==> src/rtl/region_capture.sv <==
// Region RAM writer: converts a fixed window of the incoming RGB stream to 8-bit
// gray and writes it in raster order, one frame per capture request.
module region_capture #(
    parameter logic [11:0] WIN_X  = 12'd10,
    parameter logic [11:0] WIN_Y  = 12'd318,
    parameter logic [11:0] WIN_W  = 12'd64,
    parameter logic [11:0] WIN_H  = 12'd64,
    parameter int          ADDR_W = 12
) (
    input  logic              pclk,
    input  logic              rst_n,
    input  logic              i_hs,
    input  logic              i_vs,
    input  logic              i_de,
    input  logic [23:0]       i_data,
    input  logic              i_capture_req,
    input  logic              i_continuous,
    output logic              o_busy,
    output logic              o_done,
    output logic              o_incomplete,
    output logic              o_wr_en,
    output logic [ADDR_W-1:0] o_wr_addr,
    output logic [7:0]        o_wr_data
);

    localparam int CNT_W   = ADDR_W + 1;
    localparam int TOTAL_I = int'(WIN_W) * int'(WIN_H);
    localparam logic [CNT_W-1:0] TOTAL    = CNT_W'(TOTAL_I);
    localparam logic [CNT_W-1:0] TOTAL_M1 = CNT_W'(TOTAL_I - 1);

    // Window bounds are widened to 13 bits so WIN_X + WIN_W - 1 cannot overflow.
    localparam logic [12:0] X_LO = {1'b0, WIN_X};
    localparam logic [12:0] X_HI = {1'b0, WIN_X} + {1'b0, WIN_W} - 13'd1;
    localparam logic [12:0] Y_LO = {1'b0, WIN_Y};
    localparam logic [12:0] Y_HI = {1'b0, WIN_Y} + {1'b0, WIN_H} - 13'd1;

    typedef enum logic [1:0] {
        ST_IDLE    = 2'd0,
        ST_ARMED   = 2'd1,
        ST_CAPTURE = 2'd2,
        ST_DONE    = 2'd3
    } state_t;

    state_t            state_reg, state_next;
    logic              cap_start, end_full, end_short;

    logic              vs_d0_reg, vs_d1_reg, de_d_reg;
    logic              hs_d0_reg, hs_d1_reg;
    logic [11:0]       x_reg, y_reg;
    logic              fs, in_win, hit;

    logic              hit_s1_reg;
    logic              wr_en_reg;
    logic [ADDR_W-1:0] wr_addr_reg;
    logic [7:0]        wr_data_reg;
    logic [CNT_W-1:0]  wr_cnt_reg, iss_cnt_reg;
    logic              busy_reg, done_reg, incomplete_reg;
    logic [17:0]       gray_sum;
    logic              unused_hs;

    assign fs = vs_d1_reg & ~vs_d0_reg;

    // hsync is only carried through the input registers, it never steers anything.
    assign unused_hs = hs_d1_reg;

    // Raster position of the pixel currently on i_data.
    always_ff @(posedge pclk or negedge rst_n) begin
        if (!rst_n) begin
            vs_d0_reg <= 1'b0;
            vs_d1_reg <= 1'b0;
            de_d_reg  <= 1'b0;
            hs_d0_reg <= 1'b0;
            hs_d1_reg <= 1'b0;
            x_reg     <= 12'd0;
            y_reg     <= 12'd0;
        end else begin
            vs_d0_reg <= i_vs;
            vs_d1_reg <= vs_d0_reg;
            de_d_reg  <= i_de;
            hs_d0_reg <= i_hs;
            hs_d1_reg <= hs_d0_reg;
            if (!i_de) begin
                x_reg <= 12'd0;
            end else if (x_reg != 12'hFFF) begin
                x_reg <= x_reg + 12'd1;
            end
            if (fs) begin
                y_reg <= 12'd0;
            end else if (de_d_reg && !i_de && (y_reg != 12'hFFF)) begin
                y_reg <= y_reg + 12'd1;
            end
        end
    end

    assign in_win = ({1'b0, x_reg} >= X_LO) && ({1'b0, x_reg} <= X_HI) &&
                    ({1'b0, y_reg} >= Y_LO) && ({1'b0, y_reg} <= Y_HI);
    assign hit    = (state_reg == ST_CAPTURE) && i_de && in_win && (iss_cnt_reg < TOTAL);

    always_ff @(posedge pclk or negedge rst_n) begin
        if (!rst_n) begin
            state_reg <= ST_IDLE;
        end else begin
            state_reg <= state_next;
        end
    end

    // Completion is judged on writes actually issued, so pipelined pixels land first.
    always_comb begin
        state_next = state_reg;
        cap_start  = 1'b0;
        end_full   = 1'b0;
        end_short  = 1'b0;
        case (state_reg)
            ST_IDLE: begin
                if (i_capture_req) begin
                    state_next = ST_ARMED;
                end
            end
            ST_ARMED: begin
                if (fs) begin
                    state_next = ST_CAPTURE;
                    cap_start  = 1'b1;
                end
            end
            ST_CAPTURE: begin
                if (wr_en_reg && (wr_cnt_reg == TOTAL_M1)) begin
                    state_next = ST_DONE;
                    end_full   = 1'b1;
                end else if (fs) begin
                    state_next = ST_DONE;
                    end_short  = 1'b1;
                end
            end
            ST_DONE: begin
                state_next = i_continuous ? ST_ARMED : ST_IDLE;
            end
            default: begin
                state_next = ST_IDLE;
            end
        endcase
    end

    // Stage 1: one weighted product per colour channel (B=0, G=1, R=2).
    genvar gi;
    generate
        for (gi = 0; gi < 3; gi++) begin : g_mul
            localparam logic [7:0] COEF = (gi == 2) ? 8'd77 : ((gi == 1) ? 8'd150 : 8'd29);
            logic [15:0] prod_reg;
            always_ff @(posedge pclk or negedge rst_n) begin
                if (!rst_n) begin
                    prod_reg <= 16'd0;
                end else begin
                    prod_reg <= {8'd0, i_data[8*gi +: 8]} * {8'd0, COEF};
                end
            end
        end
    endgenerate

    assign gray_sum = {2'b00, g_mul[0].prod_reg} + {2'b00, g_mul[1].prod_reg} +
                      {2'b00, g_mul[2].prod_reg};

    always_ff @(posedge pclk or negedge rst_n) begin
        if (!rst_n) begin
            hit_s1_reg     <= 1'b0;
            wr_en_reg      <= 1'b0;
            wr_data_reg    <= 8'd0;
            wr_addr_reg    <= '0;
            wr_cnt_reg     <= '0;
            iss_cnt_reg    <= '0;
            busy_reg       <= 1'b0;
            done_reg       <= 1'b0;
            incomplete_reg <= 1'b0;
        end else begin
            hit_s1_reg  <= hit;
            wr_en_reg   <= hit_s1_reg;
            wr_data_reg <= 8'(gray_sum >> 8);
            if (cap_start) begin
                wr_addr_reg <= '0;
                wr_cnt_reg  <= '0;
                iss_cnt_reg <= '0;
            end else begin
                if (wr_en_reg) begin
                    wr_addr_reg <= wr_addr_reg + ADDR_W'(1);
                    wr_cnt_reg  <= wr_cnt_reg + CNT_W'(1);
                end
                if (hit) begin
                    iss_cnt_reg <= iss_cnt_reg + CNT_W'(1);
                end
            end
            if (end_full) begin
                incomplete_reg <= 1'b0;
            end else if (end_short) begin
                incomplete_reg <= 1'b1;
            end
            busy_reg <= (state_next != ST_IDLE);
            done_reg <= (state_next == ST_DONE);
        end
    end

    assign o_busy       = busy_reg;
    assign o_done       = done_reg;
    assign o_incomplete = incomplete_reg;
    assign o_wr_en      = wr_en_reg;
    assign o_wr_addr    = wr_addr_reg;
    assign o_wr_data    = wr_data_reg;

endmodule

==> config.mk <==
export PLATFORM = sky130hd
export DESIGN_NAME = region_capture
export DESIGN_NICKNAME = d
export VERILOG_FILES = /design/src/rtl/region_capture.sv
export SDC_FILE = /design/constraint.sdc
export NUM_CORES = 1
export LEC_CHECK = 0
export CAP_MARGIN = 5
export CORE_ASPECT_RATIO = 0.7
export CORE_MARGIN = 4
export CORE_UTILIZATION = 55
export DETAILED_ROUTE_END_ITERATION = 10
export PLACE_DENSITY = 0.82
export SYNTH_ARGS = -nofsm -noshare
export SYNTH_HDL_FRONTEND = slang
export SYNTH_SLANG_ARGS = --single-unit
export TNS_END_PERCENT = 30
==> constraint.sdc <==
create_clock -name pclk -period 2.21 [get_ports pclk]
set_input_delay 0.442 -clock pclk [delete_from_list [all_inputs] [get_ports pclk]]
set_output_delay 0.442 -clock pclk [all_outputs]
set_load 0.01 [all_outputs]
---- Yosys cells after proc, flatten, opt, wreduce, memory -nomap -nowiden ----
Cells that the tools add are included.
word-level totals
  bits in registers ....................... 123
  bits of input ports ..................... 31
  output and inout bits ................... 24
cells by class
  add/subtract/negate cells ............... 7
  multipliers ............................. 3
  magnitude comparators ................... 5
  equality and inequality tests ........... 8
  mux-type cells .......................... 24
  bitwise logic cells ..................... 2
  reductions and logical operators ........ 16
operators with widths
  kind                                                                 count
  2-to-1 mux 12 bit                                                    6
  2-to-1 mux 13 bit                                                    4
  adder 12 x 1 -> 12 bit (second input constant)                       3
  multiplier 8 x 7 -> 15 bit (second input constant)                   2
  adder 13 x 1 -> 13 bit (second input constant)                       2
  inequality test 12 bit (second input constant)                       2
  adder 13 x 16 -> 16 bit                                              1
  adder 16 x 15 -> 16 bit                                              1
  == test 13 x 12 -> 1 bit (second input constant)                     1
  < comparator 13 bit (second input constant)                          1
  multiplier 8 x 5 -> 13 bit (second input constant)                   1
  greater-or-equal comparator 12 x 4 -> 1 bit (second input constant)  1
  greater-or-equal comparator 12 x 9 -> 1 bit (second input constant)  1
  less-or-equal comparator 12 x 7 -> 1 bit (second input constant)     1
  less-or-equal comparator 12 x 9 -> 1 bit (second input constant)     1
  nonzero test 2 bit                                                   5
  logical AND 1 bit                                                    9
  2-to-1 mux 1 bit                                                     9
  2-to-1 mux 2 bit                                                     4
  case mux 2 bit (4 select lines)                                      1
  == test 2 bit (second input constant)                                3
  == test 2 x 1 -> 1 bit (second input constant)                       1
  zero test 2 bit                                                      1
  inequality test 2 x 1 -> 1 bit (second input constant)               1
  3 further kinds                                                      3

---- Depth between registers and ports, before layout ----
  depth in word-level cells ............... 8
  mapped depth ............................ 13
  mapped depth without buffers ............ 13

---- Worst setup path before layout ----
Ideal clock, no wire load.
  kind .................................... input port to flip-flop
  start ................................... in i_data[12]
  end ..................................... reg g_mul[1].prod_reg[14]
  setup time .............................. 0.126 ns
  arrival time ............................ 3.418 ns
  data required time ...................... 2.084 ns
  slack ................................... -1.335 ns
  stages on the path ...................... 12
  path buffers ............................ 0
  cell sequence ........................... ha_1 > ha_1 > inv_1 > fa_1 > fa_1 > inv_1 > ha_1 > a2111oi_0 > o21ai_0 > a41oi_1 > nor3_1 > a311o_1
between the ends
  longest elaborated chain between the ends .. 1
ends and longest elaborated chain
  item                        line  RTL
  from (decl)                 15    input logic [23:0] i_data,
  multiplier 8 x 7 -> 15 bit  153   prod_reg <= {8'd0, i_data[8*gi +: 8]} * {8'd0, COEF};
  to (signal assigned)        153
  to (decl)                   148   logic [15:0] prod_reg;
Every way passes these cells.
A chain may end at the register's enable or synchronous reset.

---- Worst setup path after layout ----
  start ................................... in i_data[14]
  end ..................................... reg g_mul[1].prod_reg[15]
The elaborated chain is that of the path after synthesis.

==> reports/results.txt <==
final setup margin -> -864 ps
DRC -> 0
worst path arrival time -> 3360 ps
Initial Util -> 0.565
vias in the first global route -> 7076
Max Cap Violations -> 0
first-pass GRT wire length -> 33700 um
CP Launch Type -> input pin
gr usage total -> 0.241
total grt overflow -> 0
sequential share of power -> 0.219
P_sw -> 5310 uW
final hold vios -> 0
Core ar. -> 14800 um2
Post-synth EDFFs -> 0
clock power share -> 0.195
Logic pwr share -> 0.586
worst slack, placed -> -1770 ps
actual slew at the worst max-slew pin -> 684 ps
ANT cells -> 0
leading area contributor after synthesis -> dfrtp_1
Num CTS Buffers -> 17
Synth Area per Inst -> 10.5 um2
DRT Wirelength -> 21500 um
Starting DRT DRC Count -> 388
Top-Level Pins -> 55
outcome -> finished with violations
critical path peak fanout -> 4
critical setup path kind -> input pin to flip-flop
commonest non-fill, non-tap cell in the layout -> dfrtp_1
hold_buf cts -> 0
Layout Nets -> 1182
syn nets -> 993
Leakage -> 0.00539 uW
commonest non-fill, non-tap cells in the layout -> dfrtp_1 (123), buf_4 (112), nor2_1 (79), ha_1 (79), inv_1 (58)
row cnt -> 37
Clock transition at path regs -> 60 ps
Final setup viols -> 30
Yosys Warn Count -> 0
Synth area leaders -> dfrtp_1 (37%), ha_1 (19%), fa_1 (9.1%)
Gate Count Post-Synth -> 800
Synth Register Bits -> 123
Top FF cell, synth -> dfrtp_1
failing checks -> negative setup slack
Layout Area Growth over Synthesis -> 37.7%
Seq/Total Area, Yosys -> 0.368
Sw Ratio -> 0.386
vias per cell -> 5.59
Port Buffer Count -> 53
Worst Hold Slack -> 8.02 ps
Pre-Repair DR Iteration Count -> 5
synthesized cell area -> 8360 um2
Largest register FFs -> 43
Final Util -> 0.777
CTS root buf -> clkbuf_16
clk_lat worst skew -> 420 ps
power density over cell area -> 1190 nW/um2
library cells used by synthesis -> 55
min Tclk post-route -> 3070 ps
Inst Count DP -> 1151
fraction of layout instances using a drive strength above 1 -> 0.307
Hold/Removal Path Class -> input pin to asynchronous set/reset pin
routed len/inst -> 18.0 um
fin crit share -> 1.39
Peak VDD IR -> 0.907 mV
H-tree depth -> 4
Internal -> 8440 uW
Max Freq -> 0.325 GHz
antenna viol nets, final -> 0
DR vias -> 6689
CP required -> 2500 ps
fillers -> 882
Final Slew Violations -> 0
area of the die -> 17300 um2
die height -> 111 um
fin cells -> 1197
Die X -> 155 um
Final HPWL DP -> 14200 um
area share of the largest cell type after synthesis -> 0.368
RD Place Congestion -> 0.869
clock sinks -> 123
post-synthesis async set-or-reset flop share -> 1.00
initial antenna violation count -> 0
RSZ-0062 raised after global routing -> true
CTS tree -> yes
Setup TNS -> -13450 ps
Worst Setup End Kind -> flip-flop
Setup Skew -> 9.85 ps
Clock Tree Buf Depth -> 2
slew margin rel. -> 0.544
largest net degree at the start of global routing -> 39
-- final timing paths --
kind	slack, ps	start	depth (start not counted)	end
max in group asynchronous	1630	rst_n	2	g_mul[1].prod_reg[6]
worst max-delay path	-860	i_data[14]	14	g_mul[1].prod_reg[15]
min in group pclk	230	i_data[1]	2	g_mul[0].prod_reg[1]
worst min-delay path	8	rst_n	1	wr_cnt_reg[10]
worst min register to register	350	hit_s1_reg	0	o_wr_en
worst max register to register	-380	g_mul[2].prod_reg[3]	12	o_wr_data[5]
-- per-stage QoR --
stage	instance area (um2)	total power, uW
6_report	11500	13800
3_3_place_gp	10200	8650
3_5_place_dp	10200	8970
4_1_cts	11100	12200
2_1_floorplan	8590	6590
5_1_grt	11500	14600
-- critical path, cell delays in order --
cell and delay, ps:
buf_8 100, ha_4 230, ha_4 260, inv_2 30, fa_1 470, fa_2 550
inv_2 50, ha_4 160, buf_4 150, o21a_1 200, o21ai_2 180, o21ai_2 100
a2111oi_2 320, nor3_1 100
-- Yosys cell counts (12+ instances only) --
| library cell | count |
|---|---|
| nor3_1 | 17 |
| o21ai_0 | 28 |
| inv_1 | 81 |
| xor2_1 | 31 |
| nand4_1 | 17 |
| nand2_1 | 43 |
| fa_1 | 38 |
| a21oi_1 | 28 |
| nor2_1 | 79 |
| dfrtp_1 | 123 |
| and3_1 | 12 |
| nand3_1 | 22 |
| a21o_1 | 14 |
| xnor2_1 | 37 |
| ha_1 | 124 |
-- area by class of cell --
class	count	area, um2	share of cell area
clock inverters	14	138	0.0120
multi-input cells	588	5780	0.502
well taps	195	244	0.0212
flip-flops and latches	123	3080	0.267
inverters	82	313	0.0272
repair buffers	177	1530	0.133
clock buffers	18	429	0.0373
-- cell families (layout without fill, tap and decap cells) --
family / count (synthesis) / count (layout) / synth area share
AND/OR/NAND/NOR: 235 / 235 / 0.142
adder cells (fa/ha/maj): 162 / 162 / 0.276
XOR/XNOR: 68 / 68 / 0.0712
flip-flops: 123 / 123 / 0.368
multiplexers: 9 / 9 / 0.0108
buffers and inverters: 89 / 291 / 0.0399
AO/OA/AOI/OAI: 114 / 114 / 0.0917
-- per-layer routing --
| layer | vias to the layer above | track usage | wire (um) |
|---|---|---|---|
| met2 | 160 | 0.413 | 11000 |
| met4 | 0 | 0.0845 | 587 |
| met1 | 3326 | 0.309 | 9010 |
| met3 | 58 | 0.0414 | 876 |
| li1 | 3145 | - | - |
| met5 | - | 0 | 0 |
-- repair_timing --
action / 4_1_cts / 5_1_grt
resized for setup: 146 / 75
endpoints found under the setup margin: 40 / 45
buffers inserted: 7 / 7
pin swaps: 54 / 46
-- power groups by stage --
stage / combinational (uW) / sequential [uW] / clock, uW
after floorplan: 3580 / 3010 / 0
after global placement: 5630 / 3020 / 0
after detailed placement: 5930 / 3050 / 0
after CTS: 6490 / 3010 / 2710
after global routing: 8720 / 3050 / 2830
final: 8060 / 3010 / 2680
Note: power is estimated with default switching activity, not from simulation.
